===== src/rtl/mem_port_arbiter_pkg.sv =====
// Shared types, unit codes and helpers for the I/D memory port arbiter.
// Provides fallback ADDR_WIDTH / WORD_WIDTH defines when no common defs are present.
`ifndef ADDR_WIDTH
`define ADDR_WIDTH 32
`endif
`ifndef WORD_WIDTH
`define WORD_WIDTH 32
`endif

package mem_arb_pkg;

  localparam int DEF_WORD_WIDTH = 32;

  localparam logic [1:0] BYTE_MEMORY_MODE     = 2'b00;
  localparam logic [1:0] HALFWORD_MEMORY_MODE = 2'b01;
  localparam logic [1:0] WORD_MEMORY_MODE     = 2'b10;
  localparam logic [1:0] ILLEGAL_MEMORY_MODE  = 2'b11;

  typedef enum logic [1:0] {IDLE, ISSUE, RESP} state_t;
  typedef enum logic {OWN_I, OWN_D} owner_t;

  // Sub-word loads arrive in the low bits of the memory word.
  function automatic logic [DEF_WORD_WIDTH-1:0] extend(
    input logic [1:0]                unit,
    input logic                      sgn,
    input logic [DEF_WORD_WIDTH-1:0] word
  );
    logic [DEF_WORD_WIDTH-1:0] res;
    case (unit)
      BYTE_MEMORY_MODE:     res = {{(DEF_WORD_WIDTH-8){sgn & word[7]}}, word[7:0]};
      HALFWORD_MEMORY_MODE: res = {{(DEF_WORD_WIDTH-16){sgn & word[15]}}, word[15:0]};
      default:              res = word;
    endcase
    return res;
  endfunction

  function automatic logic misaligned(input logic [1:0] unit, input logic [1:0] lo);
    return ((unit == HALFWORD_MEMORY_MODE) && lo[0]) ||
           ((unit == WORD_MEMORY_MODE) && (lo != 2'b00));
  endfunction

endpackage


===== src/rtl/mem_port_arbiter_rr_arb2.sv =====
// Two-way round-robin arbiter; on a tie the port not granted last time wins.
module rr_arb2
  import mem_arb_pkg::*;
(
  input  logic clk,
  input  logic rst_n,
  input  logic en,
  input  logic req_fetch,
  input  logic req_data,
  output logic grant_fetch,
  output logic grant_data
);

  owner_t last_q;

  always_comb begin
    grant_fetch = 1'b0;
    grant_data  = 1'b0;
    if (en) begin
      if (req_fetch && req_data) begin
        if (last_q == OWN_I) grant_data = 1'b1;
        else                 grant_fetch = 1'b1;
      end else begin
        grant_fetch = req_fetch;
        grant_data  = req_data;
      end
    end
  end

  // Reset to OWN_I so the data port wins the first tie.
  always_ff @(posedge clk or negedge rst_n) begin
    if (!rst_n) begin
      last_q <= OWN_I;
    end else if (grant_data) begin
      last_q <= OWN_D;
    end else if (grant_fetch) begin
      last_q <= OWN_I;
    end
  end

endmodule


===== src/rtl/mem_port_arbiter.sv =====
// Shares one synchronous byte-addressed memory between fetch (I) and load/store (D) ports,
// one access at a time. Define MEM_ARB_MISALIGN_CHECK_EN to trap misaligned accesses.
module mem_port_arbiter
  import mem_arb_pkg::*;
#(
  parameter int ADDR_WIDTH = `ADDR_WIDTH,
  parameter int WORD_WIDTH = `WORD_WIDTH
) (
  input  logic                  clk,
  input  logic                  rst_n,
  input  logic                  iReqValid,
  output logic                  iReqReady,
  input  logic [ADDR_WIDTH-1:0] iAddr,
  output logic                  iRspValid,
  input  logic                  iRspReady,
  output logic [WORD_WIDTH-1:0] iRspData,
  output logic                  iRspErr,
  input  logic                  dReqValid,
  output logic                  dReqReady,
  input  logic                  dReqWrite,
  input  logic [1:0]            dReqUnit,
  input  logic                  dReqSigned,
  input  logic [ADDR_WIDTH-1:0] dAddr,
  input  logic [WORD_WIDTH-1:0] dWData,
  output logic                  dRspValid,
  input  logic                  dRspReady,
  output logic [WORD_WIDTH-1:0] dRspData,
  output logic                  dRspErr,
  output logic                  memRead,
  output logic                  memWrite,
  output logic [1:0]            addrUnit,
  output logic [ADDR_WIDTH-1:0] address,
  output logic [WORD_WIDTH-1:0] dataIn,
  input  logic [WORD_WIDTH-1:0] memDataOut,
  output state_t                dbg_state
);

  // Handshake: a request or response transfers on a rising edge where valid and
  // ready are both high; requesters hold valid and fields stable until then.

  state_t                state_q, state_d;
  owner_t                owner_q;
  logic                  write_q, signed_q, err_q;
  logic [1:0]            unit_q;
  logic [ADDR_WIDTH-1:0] addr_q;
  logic [WORD_WIDTH-1:0] wdata_q;

  logic                  arb_en, grant_fetch, grant_data, accept;
  logic                  i_err, d_err, acc_err;
  logic [WORD_WIDTH-1:0] load_data, rsp_data;

  assign arb_en = rst_n && (state_q == IDLE);

  rr_arb2 u_arb (
    .clk         (clk),
    .rst_n       (rst_n),
    .en          (arb_en),
    .req_fetch   (iReqValid),
    .req_data    (dReqValid),
    .grant_fetch (grant_fetch),
    .grant_data  (grant_data)
  );

  assign accept    = grant_fetch | grant_data;
  assign iReqReady = grant_fetch;
  assign dReqReady = grant_data;

`ifdef MEM_ARB_MISALIGN_CHECK_EN
  assign i_err = misaligned(WORD_MEMORY_MODE, iAddr[1:0]);
  assign d_err = (dReqUnit == ILLEGAL_MEMORY_MODE) || misaligned(dReqUnit, dAddr[1:0]);
`else
  assign i_err = 1'b0;
  assign d_err = (dReqUnit == ILLEGAL_MEMORY_MODE);
`endif

  assign acc_err = grant_data ? d_err : i_err;

  always_ff @(posedge clk or negedge rst_n) begin
    if (!rst_n) state_q <= IDLE;
    else        state_q <= state_d;
  end

  // Command capture; only written on the accept edge, so it stays stable for ISSUE and RESP.
  always_ff @(posedge clk or negedge rst_n) begin
    if (!rst_n) begin
      owner_q  <= OWN_I;
      write_q  <= 1'b0;
      signed_q <= 1'b0;
      err_q    <= 1'b0;
      unit_q   <= BYTE_MEMORY_MODE;
      addr_q   <= '0;
      wdata_q  <= '0;
    end else if (grant_data) begin
      owner_q  <= OWN_D;
      write_q  <= dReqWrite;
      signed_q <= dReqSigned;
      err_q    <= d_err;
      unit_q   <= dReqUnit;
      addr_q   <= dAddr;
      wdata_q  <= dWData;
    end else if (grant_fetch) begin
      owner_q  <= OWN_I;
      write_q  <= 1'b0;
      signed_q <= 1'b0;
      err_q    <= i_err;
      unit_q   <= WORD_MEMORY_MODE;
      addr_q   <= iAddr;
      wdata_q  <= '0;
    end
  end

  // memDataOut holds the last read word through RESP since no other read can start.
  assign load_data = extend(unit_q, signed_q, memDataOut);
  assign rsp_data  = (write_q || err_q) ? '0 : load_data;

  always_comb begin
    state_d   = state_q;
    memRead   = 1'b0;
    memWrite  = 1'b0;
    addrUnit  = 2'b00;
    address   = '0;
    dataIn    = '0;
    iRspValid = 1'b0;
    iRspData  = '0;
    iRspErr   = 1'b0;
    dRspValid = 1'b0;
    dRspData  = '0;
    dRspErr   = 1'b0;
    case (state_q)
      IDLE: begin
        if (accept) state_d = acc_err ? RESP : ISSUE;
      end
      ISSUE: begin
        memRead  = !write_q;
        memWrite = write_q;
        addrUnit = unit_q;
        address  = addr_q;
        dataIn   = write_q ? wdata_q : '0;
        state_d  = RESP;
      end
      RESP: begin
        if (owner_q == OWN_D) begin
          dRspValid = 1'b1;
          dRspData  = rsp_data;
          dRspErr   = err_q;
          if (dRspReady) state_d = IDLE;
        end else begin
          iRspValid = 1'b1;
          iRspData  = rsp_data;
`ifdef MEM_ARB_MISALIGN_CHECK_EN
          iRspErr   = err_q;
`else
          iRspErr   = 1'b0;
`endif
          if (iRspReady) state_d = IDLE;
        end
      end
      default: state_d = IDLE;
    endcase
  end

  assign dbg_state = state_q;

endmodule


===== config.mk =====
export PLATFORM = sky130hd
export DESIGN_NAME = mem_port_arbiter
export DESIGN_NICKNAME = d
export VERILOG_FILES = /design/src/rtl/mem_port_arbiter_pkg.sv /design/src/rtl/mem_port_arbiter_rr_arb2.sv /design/src/rtl/mem_port_arbiter.sv
export SDC_FILE = /design/constraint.sdc
export NUM_CORES = 1
export LEC_CHECK = 0
export BUFFER_PORTS_ARGS = -buffer_cell sky130_fd_sc_hd__buf_2
export CORE_ASPECT_RATIO = 0.5
export CORE_MARGIN = 2
export CORE_UTILIZATION = 45
export DETAILED_ROUTE_END_ITERATION = 6
export GPL_TIMING_DRIVEN = 0
export PLACE_DENSITY = 0.86
export SETUP_SLACK_MARGIN = 0.15
export SLEW_MARGIN = 20
export SYNTH_ARGS = -nofsm -noshare
export SYNTH_HDL_FRONTEND = slang
export SYNTH_SLANG_ARGS = --single-unit

===== constraint.sdc =====
create_clock -name clk -period 4.6 [get_ports clk]
set_input_delay 0.92 -clock clk [delete_from_list [all_inputs] [get_ports clk]]
set_output_delay 0.92 -clock clk [all_outputs]
set_load 0.05 [all_outputs]

==> impl_results.md, run 1 <==
* CTS H-tree depth at 3
* Post-Syn Area at 4100 µm²
* Worst endpoint required time at between 3 and 4 ns
* Average cell area after synthesis at between 9 and 10 µm²
* Count of placed standard cells including taps at ~840
* HPWL after detailed placement at between 10,000 and 15,000 µm
* Utilization of the core after routing at about two thirds
* Number of maximum-capacitance violations at 0
* Outcome: completed
* Initial antenna violation count at 0
* Vias after detailed routing at 4,690
* Port bufs at approximately 280
* Effective utilization at floorplan at 46.7%
* Via count of the first global-routing pass at ~4,400
* Net count, final at 870
* IR drop worst, VDD at between 0.3 and 0.4 mV
* Final non-filler cell total at approximately 850
* Number of cell rows at 24
* Final-report hold violation count at 0
* Max incr delay on CP at about 0.40 ns
* Summed negative setup slack over all endpoints at 0 ns
* RD Place Congestion at between 0.9 and 1
* Number of ports placed on the die boundary at 278
* Clock Latency Late Sink at about 0.33 ns
* Layout area overhead at 45.0%
* Number of buffers inserted by hold repair at cts at 0
* Total die area at 9930 µm²
* Slack of the worst reg-to-reg path at roughly 2.8 ns
* Cell types with the largest area share after synthesis: sky130_fd_sc_hd__dfrtp_1 44%, sky130_fd_sc_hd__and3_1 8.7%, sky130_fd_sc_hd__a22o_1 7.5%
* Critical path fanouts, max at 52
* Total setup violations reported at the end of the flow at 0
* Fraction of the yosys area taken by sequential cells at roughly 44%
* Post-CTS Resized at 0
* Maximum number of pins on one net before global-route repair at 53
* Tot Pwr at 3.78 mW
* Setup CP Type: in2out
* Async set-reset flop share out of synthesis at between 90% and 100%
* Worst slew margin relative to its limit at roughly 65%
* Cell type contributing the most total cell area after synthesis: sky130_fd_sc_hd__dfrtp_1
* Share of the synthesized area in the top cell type at a little over two fifths
* Slowest stage cell on the critical path: sky130_fd_sc_hd__nor3b_4
* Global-route usage over all layers at between 20% and 30%
* Clock transition at the register clock pins on the worst setup and hold paths after CTS at ~0.05 ns
* Footprint of the flip-flops and latches at between 1500 and 2000 µm²
* Detailed-route DRC error count at 0
* Number of buffers added by the clock tree synthesis step at 9
* Remaining antenna violation count at 0
* Max Buffers Root-to-Sink at 2
* Routed wire length at between 10,000 and 15,000 µm
* Detailed router's first-iteration violation count at approximately 380
* Total inserted antenna cells at 0
* List of cells traversed by the critical path: buf_4 -> buf_16 -> nor3b_4 -> and3_1 -> buf_2 -> buf_6 -> buf_2
* Pin slew with the least headroom to its limit at 0.532 ns
* Total area of multi-input combinational cells at between 2000 and 2500 µm²
* Kind of end point of the critical path: primary output
* Share of cells above drive strength 1 at around 43%
* Grt ovf at 0
* TritonCTS clock tree: yes
* Die span in x at roughly 140 µm
* Syn_nets at 582
* Period utilisation layout at 80.4%
* RSZ-0062 raised after global routing: false
* Core region area at around 8800 µm²
* Max-slew violation count at 0
* Final worst path period need at roughly 3.7 ns
* Height of the die at a little over 70 µm
* Total of warnings raised by yosys at 0
* Iteration count of the initial detailed-routing pass at 5
* Fill cell instance count of the final layout at around 720
* Arrival time of data at the critical path endpoint at ~2.8 ns
* Wire length of the first global-routing pass at about 22,000 µm
* Kind of start point of the critical path: input pin
* Worst hold path type: in2async
* Most instantiated cells after synthesis: 72 x sky130_fd_sc_hd__dfrtp_1, 57 x sky130_fd_sc_hd__and3_1, 42 x sky130_fd_sc_hd__nor2_1
* Dominant register cell in the synthesized netlist: sky130_fd_sc_hd__dfrtp_1
* Synthesized flop and latch total at 72
* Most numerous cell in the Yosys netlist: sky130_fd_sc_hd__dfrtp_1
* Mean routed wirelength per cell at 16.4 µm
* Number of vias per cell after detailed routing at between 5 and 6
* Leak at ~3.5 nW
* Number of synthesized flops with an enable pin at 0
* CTS sink count at slightly above 70
* Worst hold slack at about 0.49 ns
* Synth Instances at ~440
* Timing-limited maximum frequency at 0.270 GHz
* Setup Skew at between 0.002 and 0.003 ns
* Power density relative to cell area at between 600 and 700 nW/µm²
* Post-CTS Setup Bufs at 0
* Count of different cell masters after synthesis at 39
* Library cell used as clock root buffer: sky130_fd_sc_hd__clkbuf_16
* Cell with the most instances on the worst path: sky130_fd_sc_hd__buf_2
worst max-delay path, delay by kind of cell:
family	cells	cell delay [ns]
AND/OR/NAND/NOR	2	0.61
buffers and inverters	5	1.23
final timing paths:
path,start,end,depth (start not counted)
hold reg to reg,wdata_q[29]$_DFFE_PN0P_,wdata_q[29]$_DFFE_PN0P_,1
setup / recovery,rst_n,iReqReady,7
hold / removal,rst_n,addr_q[9]$_DFFE_PN0P_,1
setup reg to reg,dbg_state[1]$_DFFE_PN0P_,addr_q[23]$_DFFE_PN0P_,4
max in group asynchronous,rst_n,wdata_q[2]$_DFFE_PN0P_,2
min in group clk,wdata_q[29]$_DFFE_PN0P_,wdata_q[29]$_DFFE_PN0P_,1
where the power goes:
group	total [mW]	switching [mW]	internal (mW)
registers	1.11	0.179	0.933
logic	2.01	1.38	0.621
clock network	0.659	0.253	0.406
total	3.78	1.82	1.96
routing by layer:
layer	global-route usage [%]	vias up	wire (µm)	share of wire [%]
met5	0	-	0	0
met4	10.2	0	352	2.5
met3	7.02	33	1040	7.4
met2	48.1	235	6850	49
met1	35.1	2233	5760	41
li1	-	2189	-	-
cell families after synthesis:
logic type | Yosys count | share of synthesized area (%)
compound gates | 114 | 21.0
mux | 2 | 0.519
other cells | 1 | 0.0915
flops | 72 | 44.0
buf+inv | 53 | 7.08
simple gates | 202 | 27.3
cell type report:
| cell class | count | share of cell area [%] |
|---|---|---|
| Inverter | 4 | 0.253 |
| Clock buffer | 13 | 4.55 |
| Sequential cell | 72 | 30.3 |
| Clock inverter | 3 | 0.253 |
| Timing Repair Buffer | 277 | 23.8 |
| Buffer | 49 | 4.63 |
| Multi-Input combinational cell | 319 | 33.8 |
| Tap cell | 117 | 2.46 |
per-stage QoR:
stage	worst slack, ns	area (µm²)
after detailed placement	0.864	5660
after global placement	0.148	5630
after floorplan	1.24	4100
final	0.903	5940
after global routing	0.705	5940
after CTS	0.861	5940
registers in the layout, summed over array words and instances, names as in the netlist:
| signal | flops |
|---|---|
| signed_q | 1 |
| wdata_q | 32 |
| u_arb.last_q | 1 |
| err_q | 1 |
| dbg_state | 2 |
| write_q | 1 |
| addr_q | 32 |
| unit_q | 2 |
layout by cell type, fill, tap and decap left out, drive strengths merged:
| cell | synthesis | routed |
|---|---|---|
| nand2b | 2 | 2 |
| nand3 | 8 | 8 |
| conb | 1 | 1 |
| a21bo | 1 | 1 |
| nor3b | 1 | 1 |
| dfrtp | 72 | 72 |
| a21o | 1 | 1 |
| a21oi | 11 | 11 |
| clkinv | 0 | 3 |
| nor2 | 43 | 43 |
| or2 | 1 | 1 |
| nand2 | 13 | 13 |
| a21boi | 1 | 1 |
| nor3 | 33 | 33 |
| nor2b | 2 | 2 |
| a22o | 35 | 35 |
| clkbuf | 28 | 41 |
| inv | 4 | 4 |
| or3b | 1 | 1 |
| a221o | 24 | 24 |
| and2b | 2 | 2 |
| nand4 | 1 | 1 |
| a31oi | 8 | 8 |
| o21a | 8 | 8 |
| mux2 | 1 | 1 |
| mux2i | 1 | 1 |
| o21ai | 25 | 25 |
| and3 | 57 | 57 |
| and2 | 37 | 37 |
| nor4bb | 1 | 1 |
| buf | 21 | 298 |
(Power assumes the default switching activity.)
==> run 2, diff against run 1 <==
CORE_UTILIZATION = 38   (was 45)
PLACE_DENSITY = 0.77   (was 0.86)
clock period = 3.09 ns   (was 4.6 ns; I/O delays follow)
==> run 2 against run 1 <==
Against the previous run:
- combinational power up 51%
- sequential power is 50% higher
- cell count is 2.5% higher
- critical path type unchanged
- largest power group unchanged
==> impl_results.md, run 2 (same netlist as run 1, synthesis figures left out) <==
* Max Buffers Root-to-Sink at 2 (unchanged)
* Number of ports placed on the die boundary at 278 (unchanged)
* Library cell used as clock root buffer: sky130_fd_sc_hd__clkbuf_16 (unchanged)
* Core region area at 10,300 µm² (was 8770 µm²)
* Met2 routing resource usage after global routing at 40.2% (was 48.1%)
* Final-report hold violation count at 0 (unchanged)
* Most common library cell in the layout ignoring fill and taps: sky130_fd_sc_hd__buf_2 (unchanged)
* Arrival time of data at the critical path endpoint at 2.17 ns (was 2.78 ns)
* Maximum number of pins on one net before global-route repair at 30 (was 53)
* Max-slew violation count at 0 (unchanged)
* Total die area at 11,700 µm² (was 9930 µm²)
* Setup Skew at 0.0101 ns (was 0.00282 ns)
* Total inserted antenna cells at 0 (unchanged)
* Footprint of the flip-flops and latches at 1800 µm² (unchanged)
* Number of maximum-capacitance violations at 0 (unchanged)
* Clock transition at the register clock pins on the worst setup and hold paths after CTS at 0.06 ns (was 0.05 ns)
* Height of the die at 77.4 µm (was 71.5 µm)
* Setup CP Type: in2out (unchanged)
* Slowest stage cell on the critical path: sky130_fd_sc_hd__or3b_1 (was sky130_fd_sc_hd__nor3b_4)
* Largest regs: addr_q (32), wdata_q (32) (unchanged)
* Critical path fanouts, max at 29 (was 52)
* Period utilisation layout at about nine tenths
* Vias after detailed routing at 4,604 (was 4,690)
* Post-placement cell area at 5700 µm² (was 5660 µm²)
* Remaining antenna violation count at 0 (unchanged)
* Die span in x at 151 µm (was 139 µm)
* Most frequent cells in the layout: 284 x sky130_fd_sc_hd__buf_2, 72 x sky130_fd_sc_hd__dfrtp_1, 57 x sky130_fd_sc_hd__and3_1 (was 285 x sky130_fd_sc_hd__buf_2, 72 x sky130_fd_sc_hd__dfrtp_1, 57 x sky130_fd_sc_hd__and3_1)
* Iteration count of the initial detailed-routing pass at 6 (was 5)
* Via count of the first global-routing pass at 4,350 (was 4,416)
* Number of cell rows at 26 (was 24)
* Detailed router's first-iteration violation count at 226 (was 378)
* Wire length of the first global-routing pass at 22,100 µm (was 22,200 µm)
* Summed negative setup slack over all endpoints at 0 ns (unchanged)
* Outcome: completed (unchanged)
* Initial antenna violation count at 0 (unchanged)
* Kind of start point of the critical path: input pin (unchanged)
* Layout area overhead at 47.4% (was 45.0%)
* Leak at 3.52 nW (was 3.49 nW)
* Fill cell instance count of the final layout at 964 (was 715)
* Total area of multi-input combinational cells at 2020 µm² (was 2010 µm²)
* Most crowded layer after global routing: met2 (unchanged)
* Power density relative to cell area at 943 nW/µm² (was 636 nW/µm²)
* Fin area at 6040 µm² (was 5940 µm²)
* Met1 usage in global routing at 30.6% (was 35.1%)
* Clock Latency Late Sink at 0.33 ns (about the same)
* Kind of end point of the critical path: primary output (unchanged)
* Share of cells above drive strength 1 at 44.2% (was 43.4%)
* Worst slew margin relative to its limit at 64.7% (was 64.5%)
* Timing-limited maximum frequency at 0.359 GHz
* List of cells traversed by the critical path: buf_12 -> buf_16 -> or3b_1 -> buf_6 -> nor2_8 -> buf_8 -> clkbuf_4 (was buf_4 -> buf_16 -> nor3b_4 -> and3_1 -> buf_2 -> buf_6 -> buf_2)
* Met3 Use GR at 6.53% (was 7.02%)
* HPWL after detailed placement at 11,000 µm (was 10,600 µm)
* CTS H-tree depth at 3 (unchanged)
* Grt ovf at 0 (unchanged)
* Worst hold path type: in2async (unchanged)
* Number of buffers added by the clock tree synthesis step at 9 (unchanged)
* Max incr delay on CP at 0.38 ns (was 0.40 ns)
* Worst endpoint required time at 2.47 ns (was 3.68 ns)
* Total setup violations reported at the end of the flow at 0 (unchanged)
* Port bufs at 276 (unchanged)
* RSZ-0062 raised after global routing: false (unchanged)
* Number of buffers inserted by hold repair at cts at 0 (unchanged)
* Number of vias per cell after detailed routing at 5.26 (was 5.49)
* Mean routed wirelength per cell at 16.5 µm (was 16.4 µm)
* Pin slew with the least headroom to its limit at 0.530 ns (was 0.532 ns)
* Detailed-route DRC error count at 0 (unchanged)
* Net count, final at 872 (was 870)
* RD Place Congestion at 0.856 (was 0.913)
* Routed wire length at 14,400 µm (was 14,000 µm)
* Global-route usage over all layers at 24.1% (was 28.0%)
* TritonCTS clock tree: yes (unchanged)
* CTS sink count at 72 (unchanged)
* Final worst path period need at ~2.8 ns
* IR drop worst, VDD at 0.362 mV (was 0.361 mV)
* Effective utilization at floorplan at 39.6% (was 46.7%)
run 2: changes by cell type in the layout (fill, tap and decap cells not counted), moves of 2 or more:
cell | before | now
sky130_fd_sc_hd__clkinv_2 | 3 | 0
sky130_fd_sc_hd__clkbuf_1 | 29 | 26
sky130_fd_sc_hd__nor3_1 | 33 | 31
sky130_fd_sc_hd__nor3_2 | 0 | 2
sky130_fd_sc_hd__clkbuf_2 | 0 | 2
sky130_fd_sc_hd__nor2_1 | 42 | 40
sky130_fd_sc_hd__nor2_2 | 0 | 2
run 2: layout make-up:
cell class / count / share of cell area, %
timing repair buffer: 279 / 24.3
clock buffer: 11 / 4.18
sequential: 72 / 29.8
inverter: 4 / 0.249
multi-input combinational: 319 / 33.5
buffer: 49 / 4.60
tap: 140 / 2.90
clock inverter: 1 / 0.497
run 2: metrics by stage:
stage                     power [mW]  hold WS [ns]  utilization (%)  setup WS, ns  instances
after floorplan                 3.85         0.322                -        0.0324        444
after detailed placement        4.65         0.476             55.1       -0.0637        861
after CTS                       5.70         0.138             58.3         0.185        875
final                           5.69         0.116             58.4         0.303        875
after global placement          4.59         0.474             54.8        -0.782        860
after global routing            6.02         0.113             58.4         0.186        875
run 2: worst paths after layout:
check	endpoint	cells past startpoint	slack, ns	from
worst max-delay path	dReqReady	7	0.30	rst_n
min in group clk	wdata_q[25]$_DFFE_PN0P_	1	0.49	wdata_q[25]$_DFFE_PN0P_
worst max register to register	addr_q[26]$_DFFE_PN0P_	5	1.32	dbg_state[1]$_DFFE_PN0P_
max in group asynchronous	addr_q[22]$_DFFE_PN0P_	2	2.46	rst_n
worst min register to register	wdata_q[25]$_DFFE_PN0P_	1	0.49	wdata_q[25]$_DFFE_PN0P_
worst min-delay path	addr_q[2]$_DFFE_PN0P_	1	0.12	rst_n
run 2: timing repair:
item	CTS	global route
buffers inserted	1	0
resized for setup	3	6
setup endpoints to repair	3	22
cloned	1	0
run 2: power breakdown:
group | switching, mW | internal, mW
sequential | 0.268 | 1.39
clock | 0.361 | 0.650
combinational | 2.08 | 0.942
run 2: critical path: cells and delay by family:
| kind | cells | cell delay [ns] |
|---|---|---|
| AND/OR/NAND/NOR | 2 | 0.60 |
| buffers and inverters | 5 | 0.94 |
run 2: routing by layer:
metal	share of wire [%]	vias up	routed length, µm
met5	0	-	0
met4	2.3	0	325
met3	7.4	31	1070
met2	49	204	7010
met1	42	2179	6010
li1	-	2190	-
